==> config.mk <==
export PLATFORM = sky130hd
export DESIGN_NAME = fifo_to_ram_drain
export DESIGN_NICKNAME = d
export VERILOG_FILES = /design/src/rtl/fifo_to_ram_drain.sv
export SDC_FILE = /design/constraint.sdc
export NUM_CORES = 1
export LEC_CHECK = 0
export ABC_AREA = 0
export BUFFER_PORTS_ARGS = -buffer_cell sky130_fd_sc_hd__buf_2
export CELL_PAD_IN_SITES_DETAIL_PLACEMENT = 1
export CELL_PAD_IN_SITES_GLOBAL_PLACEMENT = 1
export CORE_MARGIN = 8
export CORE_UTILIZATION = 30
export DETAILED_ROUTE_END_ITERATION = 10
export GPL_ROUTABILITY_DRIVEN = 0
export PLACE_DENSITY_LB_ADDON = 0.1
export SLEW_MARGIN = 20
export SYNTH_ARGS = -nofsm -noshare
export SYNTH_HDL_FRONTEND = slang
export SYNTH_SLANG_ARGS = --single-unit
export TNS_END_PERCENT = 10
==> constraint.sdc <==
create_clock -name clk_i -period 2.41 [get_ports clk_i]
set_input_delay 0.482 -clock clk_i [delete_from_list [all_inputs] [get_ports clk_i]]
set_output_delay 0.482 -clock clk_i [all_outputs]
set_load 0.005 [all_outputs]
==> src/rtl/fifo_to_ram_drain.sv <==
// rtl/fifo_to_ram_drain.sv - drains a dcfifo read port into a single-port RAM, one word per transaction
module fifo_to_ram_drain #(
    parameter int DATA_W       = 32,
    parameter int ADDR_W       = 8,
    parameter int FIFO_LATENCY = 1,
    parameter int WRAP_EN      = 0,
    parameter int IDLE_TIMEOUT = 16
) (
    input  logic              clk_i,
    input  logic              reset_i,
    input  logic              clear_i,
    input  logic              enable_i,
    input  logic              rdempty_i,
    input  logic [DATA_W-1:0] fifo_data_i,
    output logic              rdreq_o,
    output logic              wren_o,
    output logic [ADDR_W-1:0] addr_o,
    output logic [DATA_W-1:0] wdata_o,
    output logic [ADDR_W:0]   word_count_o,
    output logic              ram_full_o,
    output logic              busy_o,
    output logic              done_o
);
    localparam int TO_W = $clog2(IDLE_TIMEOUT + 1);
    localparam logic [1:0] LAT_LOAD = (FIFO_LATENCY > 0) ? 2'(FIFO_LATENCY - 1) : 2'd0;

    typedef enum logic [2:0] {IDLE, READ, LAT, WRITE, WAIT, FULL} state_t;

    state_t            state, state_n;
    logic [1:0]        lat_cnt, lat_cnt_n;
    logic [TO_W-1:0]   to_cnt, to_cnt_n;
    logic [ADDR_W-1:0] addr_n;
    logic [DATA_W-1:0] wdata_n;
    logic [ADDR_W:0]   count_n;
    logic              full_n;
    logic              done_n;
    logic              start_read;

    assign start_read = enable_i && !rdempty_i;
    assign rdreq_o    = (state == READ);
    assign wren_o     = (state == WRITE);
    assign busy_o     = (state != IDLE);

    always_ff @(posedge clk_i or posedge reset_i) begin
        if (reset_i) begin
            state        <= IDLE;
            lat_cnt      <= '0;
            to_cnt       <= '0;
            addr_o       <= '1;
            wdata_o      <= '0;
            word_count_o <= '0;
            ram_full_o   <= 1'b0;
            done_o       <= 1'b0;
        end else begin
            state        <= state_n;
            lat_cnt      <= lat_cnt_n;
            to_cnt       <= to_cnt_n;
            addr_o       <= addr_n;
            wdata_o      <= wdata_n;
            word_count_o <= count_n;
            ram_full_o   <= full_n;
            done_o       <= done_n;
        end
    end

    always_comb begin
        state_n   = state;
        lat_cnt_n = lat_cnt;
        to_cnt_n  = to_cnt;
        addr_n    = addr_o;
        wdata_n   = wdata_o;
        count_n   = word_count_o;
        full_n    = ram_full_o;
        done_n    = 1'b0;

        // clear drops any requested-but-unwritten word; wdata keeps its last value
        if (clear_i) begin
            state_n   = IDLE;
            lat_cnt_n = '0;
            to_cnt_n  = '0;
            addr_n    = '1;
            count_n   = '0;
            full_n    = 1'b0;
        end else begin
            case (state)
                IDLE: begin
                    if (start_read) begin
                        state_n = READ;
                        addr_n  = addr_o + 1'b1;
                        count_n = '0;
                    end
                end
                READ: begin
                    if (FIFO_LATENCY == 0) begin
                        wdata_n = fifo_data_i;
                        state_n = WRITE;
                    end else begin
                        lat_cnt_n = LAT_LOAD;
                        state_n   = LAT;
                    end
                end
                LAT: begin
                    if (lat_cnt == 2'd0) begin
                        wdata_n = fifo_data_i;
                        state_n = WRITE;
                    end else begin
                        lat_cnt_n = lat_cnt - 1'b1;
                    end
                end
                WRITE: begin
                    count_n = word_count_o + 1'b1;
                    if (WRAP_EN == 0 && addr_o == '1) begin
                        state_n = FULL;
                        full_n  = 1'b1;
                    end else if (start_read) begin
                        state_n = READ;
                        addr_n  = addr_o + 1'b1;
                    end else begin
                        state_n  = WAIT;
                        to_cnt_n = '0;
                    end
                end
                WAIT: begin
                    if (start_read) begin
                        state_n  = READ;
                        addr_n   = addr_o + 1'b1;
                        to_cnt_n = '0;
                    end else begin
                        to_cnt_n = to_cnt + 1'b1;
                        if (to_cnt_n == TO_W'(IDLE_TIMEOUT)) begin
                            state_n = IDLE;
                            done_n  = 1'b1;
                            addr_n  = '1;
                        end
                    end
                end
                FULL: begin
                    state_n = FULL;
                end
                default: begin
                    state_n = IDLE;
                end
            endcase
        end
    end
endmodule

## Yosys cells after proc, flatten, opt, wreduce, memory -nomap -nowiden

Index checks and enable logic that the tools add are counted.

| word-level totals | value |
|---|---|
| logic and storage cells | 76 |
| register bits after elaboration | 61 |
| output and inout port bits | 54 |
| input port bits | 37 |

| operators by class | value |
|---|---|
| reductions and logical operators | 18 |
| add/subtract/negate cells | 4 |
| bitwise gates (word level) | 1 |
| muxes and demuxes | 32 |
| equality and inequality tests | 13 |

Operators by type and width:

| cell | number |
|---|---|
| 2-to-1 mux 8 bit | 5 |
| case mux 8 bit (3 select lines) | 1 |
| 2-to-1 mux 3 bit | 7 |
| 2-to-1 mux 5 bit | 4 |
| 2-to-1 mux 9 bit | 2 |
| case mux 3 bit (6 select lines) | 1 |
| case mux 9 bit (2 select lines) | 1 |
| != test 3 bit (second input constant) | 5 |
| AND reduction 3 bit | 4 |
| nonzero test 3 bit | 4 |
| case mux 5 bit (2 select lines) | 1 |
| adder 9 x 1 -> 9 bit (second input constant) | 1 |
| adder 8 x 1 -> 8 bit (second input constant) | 1 |
| equality test 8 bit (second input constant) | 1 |
| 2-to-1 mux 1 bit | 7 |
| equality test 3 x 2 -> 1 bit (second input constant) | 2 |
| equality test 3 bit (second input constant) | 2 |
| AND reduction 2 bit | 3 |
| adder 5 x 1 -> 5 bit (second input constant) | 1 |
| equality test 5 bit (second input constant) | 1 |
| 2-to-1 mux 2 bit | 2 |
| != test 4 bit (second input constant) | 1 |
| case mux 2 bit (2 select lines) | 1 |
| nonzero test 2 bit | 2 |
| 8 further kinds | 8 |

## Longest topological paths before layout

| depth | value |
|---|---|
| depth in word-level cells | 6 |
| mapped depth | 6 |
| mapped depth without buffers | 6 |

## Worst setup path before layout

OpenSTA, ideal clock, no wires.

| timing | value |
|---|---|
| kind | register -> register |
| start point | register addr_o[0] |
| end point | register addr_o[3] |
| stages on the path, launching flop included | 7 |
| setup slack | 0.535 ns |
| period minus slack after synthesis | 1.875 ns |
| buffers on the path | 0 |
| data arrival time | 1.784 ns |
| library setup time | 0.091 ns |
| required time | 2.319 ns |
| cells stage by stage | dfstp_2 ha_1 nand4_1 or2_1 a21oi_1 nor2b_1 o31ai_1 |

| on the way | value |
|---|---|
| longest elaborated chain between the ends | 5 |
| elaborated cells on any way between the ends | 9 |
| classes of those cells | add/sub: 1; eq/ne: 2; mux: 5; reduce/logical: 1 |

Ends and longest elaborated chain:

| what | RTL line | text |
|---|---|---|
| start, declared | 17 | `output logic [ADDR_W-1:0] addr_o,` |
| start signal, assigned | 58 | `addr_o <= addr_n;` |
| adder 8 x 1 -> 8 bit | 89, 117, 126 |  |
| 2-to-1 mux 8 bit | 87, 115 |  |
| 2-to-1 mux 8 bit | 112 | `if (WRAP_EN == 0 && addr_o == '1) begin` |
| case mux 8 bit (3 select lines) | 85 | `case (state)` |
| 2-to-1 mux 8 bit | 77 | `if (clear_i) begin` |

Several ways; a longest one is shown, not always the timed one. The select of a mux whose other input is x is not followed.
A chain may end at the register's enable or synchronous reset.

## Final worst setup path

| timing | value |
|---|---|
| start point | register addr_o[1] |
| end point | register addr_o[6] |

Same word-level chain as after synthesis.

==> reports/qor.yml <==
setup_path:
  cp_slowest_cell: "dfstp_2"
  cp-start-kind: "register"
  ff2ff_path_depth: 6
  cp_cell_sequence: "ha_1, nand4_1, or2_1, nand3_1, a32o_1, a21boi_0"
  cp_top_family: "simple AND/OR/NAND/NOR gates"
  critPathCaptureType: "register"
  r2r_setup_slack_ps: 350
  crit_buf_inv: 0
  crit_arrival_ps: 2300
  path_max_fanout: 8
  crit_type: "reg -> reg"
  r2r-end: "addr_o[6]"
  cp_data_required_time_ps: 2650
  worst_path_largest_cell_delay_ps: 560
  r2r-start: "addr_o[1]"
synth:
  yosysTopAreaCell: "dfrtp_1"
  ys_seq_elements: 61
  synthDistinctLibCells: 44
  ys_seq_area_share_pct: 54.19
  synthTopCellsByArea: "dfrtp_1 47%, mux2_2 12%, dfstp_2 7.4%, o21ai_0 4.1%, nand2_1 2.8%"
  yosysMostFrequentCell: "dfrtp_1"
  synth_warnings: 0
  synth_top_area_share_pct: 46.78
  synth_edf_count: 0
  synth.avg_cell_area_um2: 11.03
  syn_area_um2: 2835
  async_reset_ff_share_pct: 100.0
  ys.flop_type: "dfrtp_1"
  synth_nets: 298
  yosys-top-cells-count: "53 x dfrtp_1, 30 x mux2_2, 23 x o21ai_0"
  syn_inst: 257
min_path:
  min_path_type: "in -> async"
sta:
  holdWs_ps: 149.9
  drv_slew: 0
  slew_headroom_pct: 66.90
  rsz0062_at_grt: "false"
  tns_ps: 0
  worstMarginPinSlew_ps: 496.6
  finalSetupViolations: 0
  hold_violations: 0
  min_period_over_period_pct: 85.43
  fin_skew_ps: 8.334
  fin_crit_ps: 2059
  timing.fmax_mhz: 485.7
global_route:
  grt_pass1_vias: 2505
  antenna_found_initial: 0
  use_met3_pct: 3.994
  met1_usage_pct: 15.92
  grt_pass1_wl_um: 13230
  overflow: 0
  grt_usage_pct: 12.90
  met2_usage_pct: 20.79
  grt_max_degree: 33
  busiest_layer: "met2"
clock_tree:
  cts_tree: "yes"
  cts-hold-fix-buffers: 0
  ctsResizeCount: 0
  clockBufferDepth: 2
  clk_pin_slew_ps: 80
  post_cts_buffers: 0
  clockRootBuffer: "clkbuf_8"
  htreeDepth: 3
  clock_latency_ps: 340
  numCtsBuffers: 9
  cts_sinks: 61
layout:
  fin_nets: 399
  antenna_cells: 0
  nFillCells: 1044
  drive_above_1_share_pct: 44.08
  area_growth_pct: 32.04
floorplan:
  ioPinCount: 91
  die_area_um2: 12820
  dieHeight_um: 113.2
  initial_core_util_pct: 30.83
  rows: 35
  die_x_um: 113.2
  coreArea_um2: 9196
power:
  power.leakage_nw: 1.831
  p_sw_share_pct: 28.86
  p_switching_mw: 1.141
  pwr-share-clk_pct: 31.5
  p_comb_share_pct: 28.7
  power_frac_seq_pct: 39.8
  peakVddDrop_mv: 0.4536
  power_mw: 3.954
  p_per_area_nw_per_um2: 1056
  p_int_mw: 2.813
route:
  vias_per_cell: 4.833
  first_pass_iters: 4
  drtIter0Drc: 78
  drc_errors: 0
  wl_per_cell_um: 16.34
  vias: 2291
  drt-total-wl_um: 7744
  ant_nets: 0
place:
  dp_hpwl_um: 5786
  port_buffers: 90
flow_run:
  max_cap_violations: 0
run_status:
  status: "completed"
sequential cells by signal (all words and copies together) (netlist names):
name and flops:
done_o 1, ram_full_o 1, state 3, wdata_o 32, to_cnt 5, word_count_o 9
lat_cnt 2, addr_o 8
worst reg2reg max path: stages, from the launching register on:
cell and delay [ps]:
dfstp_2 560, ha_1 240, nand4_1 180, or2_1 310
nand3_1 100, a32o_1 390, a21boi_0 170
through the flow:
stage	area, um2	util (%)	worst slack [ps]	cells
floorplan	2835	-	428.2	257
global placement	3472	37.76	368.9	458
detailed placement	3472	37.76	319.6	458
CTS	3744	40.71	321.0	474
global route	3744	40.71	155.1	474
finish	3744	40.71	351.1	474
power groups by stage:
stage | sequential [mW] | clock, mW | combinational [mW]
after floorplan | 1.61 | 0 | 0.597
after global placement | 1.58 | 0 | 1.15
after detailed placement | 1.60 | 0 | 1.17
after CTS | 1.58 | 1.28 | 1.17
after global routing | 1.63 | 1.32 | 1.29
final | 1.57 | 1.24 | 1.13
kinds of logic (layout without fill, tap and decap cells):
group           Yosys count  count (layout)  share of synthesized area [%]
compound gates           55              55                          12.71
buf+inv                  20             126                          2.913
xor+xnor                  6               6                          1.853
simple gates             78              78                          13.50
mux                      33              33                          13.06
fa+ha+maj                 4               4                          1.765
flops                    61              61                          54.19
worst max-delay path by stage:
stage	from	end	slack, ps	cells after the start
after global placement	rdempty_i	word_count_o[7]	370	6
final	addr_o[1]	addr_o[6]	350	6
after floorplan	reset_i	done_o	430	1
after detailed placement	rdempty_i	word_count_o[7]	320	6
after global routing	addr_o[1]	addr_o[6]	160	6
after CTS	addr_o[1]	addr_o[6]	320	6
cell usage in the layout (no fill, tap or decap), drive strengths merged, types with 3 or more instances in the layout:
master	Yosys	layout
nand2	22	22
o31ai	5	5
nor2b	4	4
clkbuf	2	10
ha	4	4
or2	3	3
nor2	21	21
buf	6	98
dfstp	8	8
o21ai	23	23
mux2	32	32
a21oi	12	12
dfrtp	53	53
nand3	9	9
nor3	5	5
inv	12	12
xor2	4	4
bufinv	0	4
nand2b	5	5
per-layer routing:
metal  part of all wire, %  up-vias
met5                     0        -
met4                  0.98        0
met3                   5.5        7
met2                    46       50
met1                    47     1117
li1                      -     1117
area by class of cell:
class	instances	area [um2]	area share, %
sequential	61	1536	41.04
multi-input combinational	176	1216	32.49
timing repair buffer	98	535.5	14.30
tap	111	138.9	3.710
clock buffer	10	137.6	3.676
clock inverter	6	133.9	3.576
inverter	12	45.04	1.203
(Power assumes the default switching activity.)
